### src/rtl/pingpong_buffer_ctrl.sv
// pingpong_buffer_ctrl
// Double-buffer sequencer: the producer fills the back RAM while the reader
// drains the front RAM. The two swap at a frame boundary only when the back
// RAM holds a complete frame. Otherwise the stale frame is repeated and a
// miss is counted.
module pingpong_buffer_ctrl #(
    parameter int DEPTH = 4,
    parameter int AW    = 2,
    parameter int DW    = 8
) (
    input  logic          clk,
    input  logic          reset,
    input  logic          frame_start,
    input  logic          wr_valid,
    input  logic [DW-1:0] wr_data,
    output logic          wr_ready,
    input  logic          rd_req,
    input  logic [AW-1:0] rd_addr,
    output logic          rd_valid,
    output logic [DW-1:0] rd_data,
    output logic          ram0_wren,
    output logic          ram1_wren,
    output logic          ram0_rden,
    output logic          ram1_rden,
    output logic [AW-1:0] ram0_addr,
    output logic [AW-1:0] ram1_addr,
    output logic [DW-1:0] ram0_wdata,
    output logic [DW-1:0] ram1_wdata,
    input  logic [DW-1:0] ram0_q,
    input  logic [DW-1:0] ram1_q,
    output logic          front_sel,
    output logic          front_valid,
    output logic          swapped,
    output logic [7:0]    miss_cnt
);

    typedef enum logic {
        FILL  = 1'b0,
        READY = 1'b1
    } state_t;

    localparam logic [AW-1:0] LAST_ADDR = AW'(DEPTH - 1);

    state_t          state_q, state_d;
    logic [AW-1:0]   wrAddr_q, wrAddr_d;
    logic            frontSel_q, frontSel_d;
    logic            frontValid_q, frontValid_d;
    logic            swapped_q, swapped_d;
    logic [7:0]      missCnt_q, missCnt_d;

    logic            rdReq1_q;
    logic            rdSel1_q;
    logic            rdFrontValid1_q;
    logic            rdValid_q;
    logic [DW-1:0]   rdData_q;

    logic            wrAccept;
    logic            lastWrite;
    logic            rdEn;

    // Handshake and RAM role steering; the back RAM is always !frontSel_q,
    // so the write and read roles can never land on the same RAM.
    assign wr_ready   = (state_q == FILL);
    assign wrAccept   = wr_ready && wr_valid && !reset;
    assign lastWrite  = wrAccept && (wrAddr_q == LAST_ADDR);
    assign rdEn       = rd_req && !reset;

    assign ram0_wren  = wrAccept && frontSel_q;
    assign ram1_wren  = wrAccept && !frontSel_q;
    assign ram0_rden  = rdEn && !frontSel_q;
    assign ram1_rden  = rdEn && frontSel_q;
    assign ram0_addr  = frontSel_q ? wrAddr_q : rd_addr;
    assign ram1_addr  = frontSel_q ? rd_addr : wrAddr_q;
    assign ram0_wdata = wr_data;
    assign ram1_wdata = wr_data;

    assign front_sel   = frontSel_q;
    assign front_valid = frontValid_q;
    assign swapped     = swapped_q;
    assign miss_cnt    = missCnt_q;
    assign rd_valid    = rdValid_q;
    assign rd_data     = rdData_q;

    // Next-state for the fill/swap sequencer; a swap overrides the fill
    // bookkeeping, including the case where the last write and the frame
    // boundary coincide.
    always_comb begin
        state_d      = state_q;
        wrAddr_d     = wrAddr_q;
        frontSel_d   = frontSel_q;
        frontValid_d = frontValid_q;
        swapped_d    = 1'b0;
        missCnt_d    = missCnt_q;
        if (wrAccept) begin
            if (lastWrite) begin
                state_d  = READY;
                wrAddr_d = '0;
            end else begin
                wrAddr_d = wrAddr_q + AW'(1);
            end
        end
        if (frame_start) begin
            if ((state_q == READY) || lastWrite) begin
                frontSel_d   = !frontSel_q;
                frontValid_d = 1'b1;
                swapped_d    = 1'b1;
                state_d      = FILL;
                wrAddr_d     = '0;
            end else if (missCnt_q != 8'hFF) begin
                missCnt_d = missCnt_q + 8'd1;
            end
        end
    end

    // Sequencer state register.
    always_ff @(posedge clk or posedge reset) begin
        if (reset) begin
            state_q      <= FILL;
            wrAddr_q     <= '0;
            frontSel_q   <= 1'b0;
            frontValid_q <= 1'b0;
            swapped_q    <= 1'b0;
            missCnt_q    <= '0;
        end else begin
            state_q      <= state_d;
            wrAddr_q     <= wrAddr_d;
            frontSel_q   <= frontSel_d;
            frontValid_q <= frontValid_d;
            swapped_q    <= swapped_d;
            missCnt_q    <= missCnt_d;
        end
    end

    // Two-stage read pipeline; stage 1 remembers which RAM the request went
    // to so a read straddling a swap returns data from the RAM it addressed.
    always_ff @(posedge clk or posedge reset) begin
        if (reset) begin
            rdReq1_q        <= 1'b0;
            rdSel1_q        <= 1'b0;
            rdFrontValid1_q <= 1'b0;
            rdValid_q       <= 1'b0;
            rdData_q        <= '0;
        end else begin
            rdReq1_q        <= rdEn;
            rdSel1_q        <= frontSel_q;
            rdFrontValid1_q <= frontValid_q;
            rdValid_q       <= rdReq1_q;
            if (rdReq1_q) begin
                if (!rdFrontValid1_q) begin
                    rdData_q <= '0;
                end else begin
                    rdData_q <= rdSel1_q ? ram1_q : ram0_q;
                end
            end
        end
    end

endmodule

### config.mk
export PLATFORM = sky130hd
export DESIGN_NAME = pingpong_buffer_ctrl
export DESIGN_NICKNAME = d
export VERILOG_FILES = /design/src/rtl/pingpong_buffer_ctrl.sv
export SDC_FILE = /design/constraint.sdc
export NUM_CORES = 1
export LEC_CHECK = 0
export ABC_CLOCK_PERIOD_IN_PS = 2200
export BUFFER_PORTS_ARGS = -buffer_cell sky130_fd_sc_hd__clkbuf_2
export CAP_MARGIN = 30
export CELL_PAD_IN_SITES_DETAIL_PLACEMENT = 1
export CELL_PAD_IN_SITES_GLOBAL_PLACEMENT = 1
export CORE_MARGIN = 2
export CORE_UTILIZATION = 25
export CTS_CLUSTER_DIAMETER = 100
export DETAILED_ROUTE_END_ITERATION = 7
export PLACE_DENSITY_LB_ADDON = 0.1
export SYNTH_ARGS = -nofsm -noshare
export SYNTH_HDL_FRONTEND = slang
export SYNTH_SLANG_ARGS = --single-unit
### constraint.sdc
create_clock -name clk -period 2.2 [get_ports clk]
set_input_delay 0.44 -clock clk [delete_from_list [all_inputs] [get_ports clk]]
set_output_delay 0.44 -clock clk [all_outputs]
set_load 0.02 [all_outputs]
# [Yosys cells after proc, flatten, opt, wreduce, memory -nomap -nowiden]
# Index checks and enable logic that the tools add are counted.
[op_classes] n_addsub=2 n_mux=14 n_bitwise=2 n_eq_ne=2 reduce_logical=13
[op_table] cell="2-to-1 mux 8 bit" count=2
[op_table] cell="2-to-1 mux 2 bit" count=6
[op_table] cell="adder 8 x 1 -> 8 bit, second input constant" count=1
[op_table] cell="logical AND 1 bit" count=8
[op_table] cell="inequality test 8 bit, second input constant" count=1
[op_table] cell="2-to-1 mux 1 bit" count=6
[op_table] cell="AND reduction 3 bit" count=1
[op_table] cell="adder 2 x 1 -> 2 bit, second input constant" count=1
[op_table] cell="equality test 2 bit, second input constant" count=1
[op_table] cell="zero test 1 bit" count=2
[op_table] cell="NOT 1 bit" count=2
[op_table] cell="AND reduction 2 bit" count=1
[op_table] cell="logical OR 1 bit" count=1
[totals] word_cells=44 output_inout_bits=45 inputBits=31 ff_bits=26

# [Longest topological paths before layout]
# Gate-level depths: netlist (run 1).
[depth] depth_word=8 depth_mapped=5 depth_no_buf=5

# [Least setup slack after synthesis (run 1)]
# Ideal clock, no wire load.
[synth_path] path_kind="input to output" start="input port reset" end="output port ram1_wren" required_time_ns=1.760 slack_ns=-0.030 cell_stages=4 arrival_ns=1.790 n_path_buf=1 path_cell_list="inv_1 > and3_1 > clkbuf_1 > nor2b_1"
[synth_via] elab_chain_len=3
[synth_lines] item="start, declared" line="12" text="input logic reset,"
[synth_lines] item="zero test 1 bit (no line)"
[synth_lines] item="logical AND 1 bit" line="64" text="assign wrAccept = wr_ready && wr_valid && !reset;"
[synth_lines] item="logical AND 1 bit" line="69" text="assign ram1_wren = wrAccept && !frontSel_q;"
[synth_lines] item="end, declared" line="22" text="output logic ram1_wren,"
# Every way passes these cells.

# [Final worst setup path (run 1)]
[layout_path] start="register state_q" end="output port ram1_wren"
[layout_via] elab_chain_len=4
[layout_lines] item="start, declared" line="44" text="state_t state_q, state_d;"
[layout_lines] item="start signal, assigned" line="125" text="state_q <= state_d;"
[layout_lines] item="NOT 1 bit" line="63" text="assign wr_ready = (state_q == FILL);"
[layout_lines] item="logical AND 1 bit (2 in a row)" line="64"
[layout_lines] item="logical AND 1 bit" line="69"
# Every way passes these cells.

==> flow_summary.toml, run 1 <==
[run_status]
status = "complete, no violations"

[worst_setup_path]
crit_fanout = 7
worstSetupStartpoint = "state_q$_DFF_PP0_"
cp.required_ps = 1760
criticalPathCategory = "flip-flop to primary output"
ff2ff_path_depth = 5
cp_slowest_stage_delay_ps = 450
critPathTopFamily = "flip-flops"
cp_num_cells = 4
crit_arrival_ps = 1420
critical-path-slowest-cell = "dfrtp_1"
reg2reg_to = "miss_cnt[5]$_DFFE_PP0P_"
crit_path_cell_trace = "inv_1 > and3_1 > nor2b_1 > clkbuf_2"
worstSetupEndpointType = "primary output"
endpoint = "ram1_wren"
worstReg2RegStart = "wrAddr_q[0]$_DFF_PP0_"
r2r_slack_ps = 390
crit_buf_inv = 2
start_kind = "flip-flop"

[yosys]
synth_warnings = 0
synth-edff-count = 0
ys_seq_area_frac = 0.4887
synth_cell_types = 30
synth_fp_nets = 157
synthTopCellsByArea = "dfrtp_1 49%, buf_4 9.0%, mux2i_1 6.8%"
yosysTopAreaCell = "dfrtp_1"
syn_inst = 124
yosys-top-cells-count = "26 x dfrtp_1, 16 x buf_4, 11 x inv_1"
synth_ff_type = "dfrtp_1"
yosysMostFrequentCell = "dfrtp_1"
netlist.area_leader.share = 0.4887
syn_avg_cell_area_um2 = 10.74
syn_area_um2 = 1331
synth.ff_latch_count = 26
async_reset_ff_frac = 1.000

[die]
dieArea_um2 = 5925
die_x_um = 76.98
die_h_um = 76.98
start_util = 0.2607
num_io_pins = 76
core.rowCount = 26
coreArea_um2 = 5107

[timing]
timing.final.ws_setup_ps = 339.8
slew_violations = 0
hold_violations = 0
finalCritPeriodShare = 0.8455
finalSetupTns_ps = 0
rsz0062_at_grt = "false"
hold_ws_ps = 268.4
finClkSkew_ps = 1.321
min_period_ps = 1860
relSlewSlack = 0.7039
setup_viol = 0
tightest_slew_ps = 444.2
fmax_mhz = 537.6

[routing]
routed_wl_um = 3169
post-route-drc-count = 0
via_per_inst = 4.384
first_pass_iters = 3
wl_per_cell_um = 13.84
vias = 1004
drtAntennaViolNets = 0
drt-initial-drc-count = 13

[place]
place_hpwl_um = 2463
gp_congestion = 0.7094
dpl_worst_slack_ps = 402.0
port-buffer-count = 51

[worst_hold_path]
hold_class = "primary input to async pin"

[grt]
grt_pass1_vias = 1033
antenna_found_initial = 0
grt_overflow = 0
grt_max_degree = 27
grt_pass1_wl_um = 5161
grt.total_usage = 0.1079

[clock_network]
post_cts_buffers = 0
htreeDepth = 1
numCtsBuffers = 3
cts_tree = "yes"
post_cts_resized = 0
clockRootBuffer = "clkbuf_8"
clk-insertion-delay-late_ps = 270
cts_num_sinks = 26
ctsLongestPathBuffers = 2
ctsHoldBuffers = 0
cts.clk_slew.worst_paths_ps = 90

[layout]
nFillCells = 616
layout.area.seq_um2 = 650.6
multi_input_area_um2 = 504.2
drive_above_1_share = 0.4214
fin_nets = 194
syn_to_final_growth_pct = 19.55
diodes = 0

[pwr]
fin_total_pwr_mw = 2.019
p_per_area_nw_per_um2 = 1268
p_leak_nw = 0.7892
vdd_drop_max_mv = 0.5495

[run]
drv_cap = 0
## where the power goes
part           total [mW]  internal [mW]  switching, mW
clock network       0.272          0.123          0.150
registers           0.876          0.654          0.222
logic               0.870          0.375          0.496
## per-layer routing
| metal | vias up | share of wire | GRT usage | routed length (um) |
|---|---|---|---|---|
| met5 | - | 0 | 0 | 0 |
| met4 | 0 | 0.010 | 0.03750 | 33 |
| met3 | 7 | 0.073 | 0.03529 | 232 |
| met2 | 38 | 0.49 | 0.1807 | 1545 |
| met1 | 484 | 0.43 | 0.1300 | 1358 |
| li1 | 475 | - | - | - |
## cell type report
cell class / instances / share of cell area
tap: 70 / 0.05503
sequential: 26 / 0.4088
clock buffer: 3 / 0.02594
timing repair buffer: 52 / 0.1651
inverter: 11 / 0.02830
multi-input combinational: 67 / 0.3168
## stage by stage
step / instance area (um2) / utilization / std cells
detailed placement: 1550 / 0.3035 / 226
CTS: 1592 / 0.3116 / 229
floorplan: 1335 / - / 124
global route: 1592 / 0.3116 / 229
global placement: 1550 / 0.3035 / 226
finish: 1592 / 0.3116 / 229
## tightest hold or removal path, cell delays in order
cell and delay (ps):
clkbuf_2 110, clkinvlp_4 70, buf_4 320
## sequential cells by signal, indices dropped and copies added (netlist names)
register	count
rd_valid	1
rdFrontValid1_q	1
wrAddr_q	2
rdSel1_q	1
miss_cnt	8
front_valid	1
rdReq1_q	1
swapped	1
rd_data	8
state_q	1
front_sel	1
## placed cells by master, fill, tap and decap left out, types with 3 or more instances in the layout
cell,n
mux2_2,6
o22ai_1,8
inv_1,10
clkbuf_2,51
xnor2_1,3
nor2_1,6
nand3_1,3
mux2i_1,9
dfrtp_1,26
nand2_1,5
o21ai_0,3
clkbuf_8,3
## how the worst min path moves through the flow
stage / from / endpoint / depth (start not counted)
2_1_floorplan: reset / front_sel$_DFFE_PP0P_ / 1
3_3_place_gp: front_valid$_DFFE_PP0P_ / rdFrontValid1_q$_DFF_PP0_ / 0
3_5_place_dp: front_valid$_DFFE_PP0P_ / rdFrontValid1_q$_DFF_PP0_ / 0
4_1_cts: reset / miss_cnt[1]$_DFFE_PP0P_ / 3
5_1_grt: reset / miss_cnt[1]$_DFFE_PP0P_ / 3
6_report: reset / miss_cnt[1]$_DFFE_PP0P_ / 3
## cell families after synthesis
group,share of synthesized area
flops,0.4887
buf+inv,0.1325
simple gates,0.1410
fa+ha+maj,0.01879
mux,0.1184
compound gates,0.06767
xor+xnor,0.03290
(Power assumes the default switching activity.)
==> run 2: changes to the inputs <==
- ABC_AREA: default -> 1
- ABC_CLOCK_PERIOD_IN_PS: 2200 -> 1610
- clock period: 2.2 -> 1.61 ns (I/O delays scaled with it)
==> run 2 against run 1 <==
Total power rose by 43%. Highest routed layer unchanged. Combinational power rose by 44%. Core utilization rose by 0.42 points. Synthesized area rose by 11%.
==> flow_summary.toml, run 2 <==
[run_status]
status = "complete, no violations"

[timing]
rsz0062_at_grt = "false"
finalSetupTns_ps = 0
relSlewSlack = 0.7573
setup_viol = 0
fmax_mhz = 672.8
min_period_ps = 1486
finalCritPeriodShare = 0.9232
hold_violations = 0
slew_violations = 0
finClkSkew_ps = 2.262
tightest_slew_ps = 364.0

[worst_setup_path]
crit_path_cell_trace = "inv_2 > nand2_1 > o21ai_0 > clkbuf_2"
start_kind = "flip-flop"
critical-path-slowest-cell = "dfrtp_2"
worstSetupEndpointType = "primary output"
worstReg2RegStart = "wrAddr_q[0]$_DFF_PP0_"
worstSetupStartpoint = "front_sel$_DFFE_PP0P_"
criticalPathCategory = "flip-flop to primary output"
cp_slowest_stage_delay_ps = 450
crit_arrival_ps = 1160
critPathTopFamily = "flip-flops"
crit_buf_inv = 2
cp.required_ps = 1290
crit_fanout = 7

[routing]
drtAntennaViolNets = 0
drt-initial-drc-count = 12
via_per_inst = 4.267
first_pass_iters = 2
post-route-drc-count = 0
routed_wl_um = 3788
vias = 1327
wl_per_cell_um = 12.18

[grt]
grt.total_usage = 0.1205
grt_max_degree = 27
grt_pass1_vias = 1335
antenna_found_initial = 0
grt_overflow = 0
grt_pass1_wl_um = 6210

[yosys]
synth.ff_latch_count = 26
synth_warnings = 0
synth_fp_nets = 226
yosysTopAreaCell = "dfrtp_1"
syn_area_um2 = 1480
ys_seq_area_frac = 0.4396
synth_cell_types = 21
syn_avg_cell_area_um2 = 7.669
yosysMostFrequentCell = "nand2_1"
synthTopCellsByArea = "dfrtp_1 44%, nand2_1 12%, buf_4 8.1%"
yosys-top-cells-count = "47 x nand2_1, 26 x dfrtp_1, 26 x nor2_1"
syn_inst = 193
netlist.area_leader.share = 0.4396
synth_ff_type = "dfrtp_1"
async_reset_ff_frac = 1.000
synth-edff-count = 0

[clock_network]
cts.clk_slew.worst_paths_ps = 90
clockRootBuffer = "clkbuf_8"
cts_num_sinks = 26
numCtsBuffers = 3
clk-insertion-delay-late_ps = 270
htreeDepth = 1
cts_tree = "yes"
ctsHoldBuffers = 0
ctsLongestPathBuffers = 2

[die]
die_x_um = 80.95
core.rowCount = 28
die_h_um = 80.95
coreArea_um2 = 5816
start_util = 0.2545
dieArea_um2 = 6552
num_io_pins = 76

[layout]
syn_to_final_growth_pct = 24.09
drive_above_1_share = 0.3136
final_common_cell = "clkbuf_2"
final_cell_mix = "50 x clkbuf_2, 46 x nand2_1, 25 x nor2_1, 25 x dfrtp_1, 24 x inv_1"
fin_nets = 270
diodes = 0

[pwr]
vdd_drop_max_mv = 0.4638
fin_total_pwr_mw = 2.885
p_leak_nw = 1.019
p_per_area_nw_per_um2 = 1570

[place]
port-buffer-count = 51
gp_congestion = 0.6911
place_hpwl_um = 2917

[run]
drv_cap = 0

[worst_hold_path]
hold_class = "primary input to async pin"
[run 2: tightest hold or removal path, stage by stage]
cell and delay, ps:
clkbuf_2 150, inv_1 130, buf_4 360
[run 2: repair_timing]
item	4_1_cts	5_1_grt
setup endpoints to repair	5	5
buffers inserted	1	1
gates resized for setup	2	7
[run 2: kinds of logic after synthesis]
kind of cell / after synthesis / synth area share
AOI/OAI and AO/OA: 24 / 0.09214
adders and majority gates: 2 / 0.01690
and+or+nand+nor: 94 / 0.2823
buffers and inverters: 45 / 0.1572
DFF: 26 / 0.4396
xor gates and xnor gates: 2 / 0.01184
[run 2: worst paths after layout]
check                                            endpoint  slack, ps  cells past startpoint
worst max-delay path                         ram0_addr[1]        120                      4
worst min-delay path                wrAddr_q[0]$_DFF_PP0_        280                      3
worst max register to register    front_valid$_DFFE_PP0P_        270                      6
worst min register to register  rdFrontValid1_q$_DFF_PP0_        400                      0
max in group asynchronous           front_sel$_DFFE_PP0P_       1050                      3
min in group clk                   rd_data[0]$_DFFE_PP0P_        280                      3
[run 2: layout make-up]
type,instances,area (um2)
Fill cell,763,3979
Multi-Input combinational cell,122,611.8
Tap cell,75,93.84
Clock buffer,3,41.29
Timing Repair Buffer,58,310.3
Sequential cell,26,651.9
Clock inverter,1,30.03
Inverter,26,97.59
[run 2: where the power goes]
part	switching, mW	internal [mW]	leakage [nW]
Clock	0.215	0.333	0.0357
Combinational	0.791	0.454	0.657
Sequential	0.222	0.869	0.326
Total	1.23	1.66	1.02
[run 2: metrics by stage]
stage	hold WS [ps]	cells	worst slack [ps]	area, um2	utilization
after global routing	290.0	311	19.11	1837	0.3158
after CTS	249.0	310	1.421	1814	0.3120
final	276.9	311	123.7	1837	0.3158
after global placement	387.9	305	225.4	1732	0.2978
after detailed placement	392.2	305	213.7	1732	0.2978
after floorplan	388.4	193	68.51	1480	-
[run 2: layer usage]
layer	global-route usage	vias up	wire length, um
met5	0	-	0
met2	0.1942	39	1659
met4	0.04237	0	38
li1	-	673	-
met1	0.1602	609	1841
met3	0.02444	6	248
==> run 3: changes to the inputs <==
- CORE_UTILIZATION: 25 -> 28
- PLACE_DENSITY: default -> 0.83
- PLACE_DENSITY_LB_ADDON: 0.1 -> default
==> run 3 against run 2 <==
Combinational power is essentially flat. Count of clock-buffer cells in the layout unchanged. Hold slack worse by 7.2 ps. Global-route usage increased by 1.3 points. Critical path depth unchanged. Clock power down 2%. Via count rose by 2.0%. Flip-flop and latch count is the same. Wire length shrank 0.48%. Total power decreased by 0.50%. Critical endpoint is now ram0_addr[0].
==> flow_summary.toml, run 3 (synthesis gave the netlist of run 2 again) <==
[pwr]
vdd_drop_max_mv = 0.5374
p_int_mw = 1.634
p_sw_frac = 0.4305
seqPwrFrac = 0.388
p_per_area_nw_per_um2 = 1587
p_comb_frac = 0.425
power_switching_mw = 1.236
p_clk_frac = 0.187
p_leak_nw = 1.007

[worst_setup_path]
r2r_slack_ps = 170
criticalPathCategory = "flip-flop to primary output"
ff2ff_path_depth = 8
critPathTopFamily = "flip-flops"
crit_fanout = 7
cp.required_ps = 1290
reg2reg_to = "miss_cnt[6]$_DFFE_PP0P_"
crit_arrival_ps = 1230
crit_buf_inv = 2
crit_path_cell_trace = "inv_2 > nand2_1 > o21ai_0 > clkbuf_2"
worstSetupEndpointType = "primary output"
worstReg2RegStart = "miss_cnt[0]$_DFFE_PP0P_"
cp_slowest_stage_delay_ps = 460
cp_num_cells = 4
critical-path-slowest-cell = "dfrtp_2"
start_kind = "flip-flop"

[timing]
finalSetupTns_ps = 0
finalCritPeriodShare = 0.9630
slew_violations = 0
setup_viol = 0
finClkSkew_ps = 1.828
tightest_slew_ps = 345.2
min_period_ps = 1550
fmax_mhz = 645.0
hold_violations = 0
relSlewSlack = 0.7699

[grt]
grt.total_usage = 0.1332
grt_overflow = 0
antenna_found_initial = 0
met2_usage = 0.2368
use_met1 = 0.1615
grt_pass1_wl_um = 6458
grtUsageMet3 = 0.02706
grt_max_degree = 27
grt_pass1_vias = 1385
grt_busiest_layer = "met2"

[die]
dieArea_um2 = 5884
coreArea_um2 = 5107
num_io_pins = 76
die_h_um = 76.71
die_x_um = 76.71
start_util = 0.2898
core.rowCount = 26

[place]
place_hpwl_um = 2893
port-buffer-count = 51
gp_congestion = 0.7450

[routing]
routed_wl_um = 3770
vias = 1353
via_per_inst = 4.451
drtAntennaViolNets = 0
wl_per_cell_um = 12.40
drt-initial-drc-count = 41
post-route-drc-count = 0
first_pass_iters = 4

[layout]
diodes = 0
drive_above_1_share = 0.3034
final_common_cell = "clkbuf_2"
fin_nets = 268
final_cell_mix = "50 x clkbuf_2, 46 x nand2_1, 25 x nor2_1, 25 x dfrtp_1, 24 x inv_1"
syn_to_final_growth_pct = 22.15
nFillCells = 669
utilization = 0.3540

[clock_network]
cts_num_sinks = 26
htreeDepth = 1
cts_tree = "yes"
numCtsBuffers = 3
ctsLongestPathBuffers = 2
clockRootBuffer = "clkbuf_8"
clk-insertion-delay-late_ps = 270
cts.clk_slew.worst_paths_ps = 90

[run]
drv_cap = 0

[worst_hold_path]
hold_class = "primary input to async pin"

[run_status]
status = "complete, no violations"
-- run 3: area by class of cell --
cell class,instances,area [um2],share of cell area
clock buffer,3,41.29,0.02284
inverter,26,97.59,0.05398
tap,70,87.58,0.04844
clock inverter,1,30.03,0.01661
timing repair buffer,56,292.8,0.1619
multi-input combinational,122,606.8,0.3356
sequential,26,651.9,0.3606
-- run 3: worst max path at each step --
| stage | startpoint | to | slack [ps] |
|---|---|---|---|
| 4_1_cts | state_q$_DFF_PP0_ | ram1_wren | 30 |
| 5_1_grt | front_sel$_DFFE_PP0P_ | ram0_addr[0] | -20 |
| 3_3_place_gp | reset | ram1_wren | 240 |
| 6_report | front_sel$_DFFE_PP0P_ | ram0_addr[0] | 60 |
| 3_5_place_dp | miss_cnt[0]$_DFFE_PP0P_ | miss_cnt[6]$_DFFE_PP0P_ | 170 |
| 2_1_floorplan | front_sel$_DFFE_PP0P_ | ram0_addr[0] | 70 |
-- run 3: power by group through the flow --
stage / Combinational (mW) / Clock [mW] / Sequential (mW)
CTS: 1.19 / 0.567 / 1.13
global placement: 1.15 / 0 / 1.11
floorplan: 0.681 / 0 / 1.25
global route: 1.37 / 0.600 / 1.16
finish: 1.22 / 0.538 / 1.11
detailed placement: 1.18 / 0 / 1.14
-- run 3: worst reg2reg max path: cells and delay by family, from the launching register on --
family                     cells  cell delay [ps]
and+or+nand+nor                5              560
DFF                            1              450
adders and majority gates      1              290
buffers and inverters          2              100
-- run 3: stage by stage --
stage	total power, mW	std cells	setup WS, ps	area, um2	hold slack (ps)
2_1_floorplan	1.926	193	68.51	1480	388.4
4_1_cts	2.883	302	25.79	1785	243.5
3_3_place_gp	2.261	297	242.3	1703	384.6
3_5_place_dp	2.315	297	171.4	1703	400.3
6_report	2.870	304	59.59	1808	269.6
5_1_grt	3.130	304	-22.08	1808	273.0
-- run 3: routing by layer --
| metal | routed length, um | up-vias |
|---|---|---|
| met4 | 17 | 0 |
| met2 | 2013 | 35 |
| li1 | - | 671 |
| met3 | 181 | 2 |
| met1 | 1558 | 645 |
| met5 | 0 | - |
-- run 3: what timing repair did --
action	4_1_cts	5_1_grt
setup endpoints to repair	5	5
hold buffers	0	0
resized for setup	3	3
setup buffers	1	2
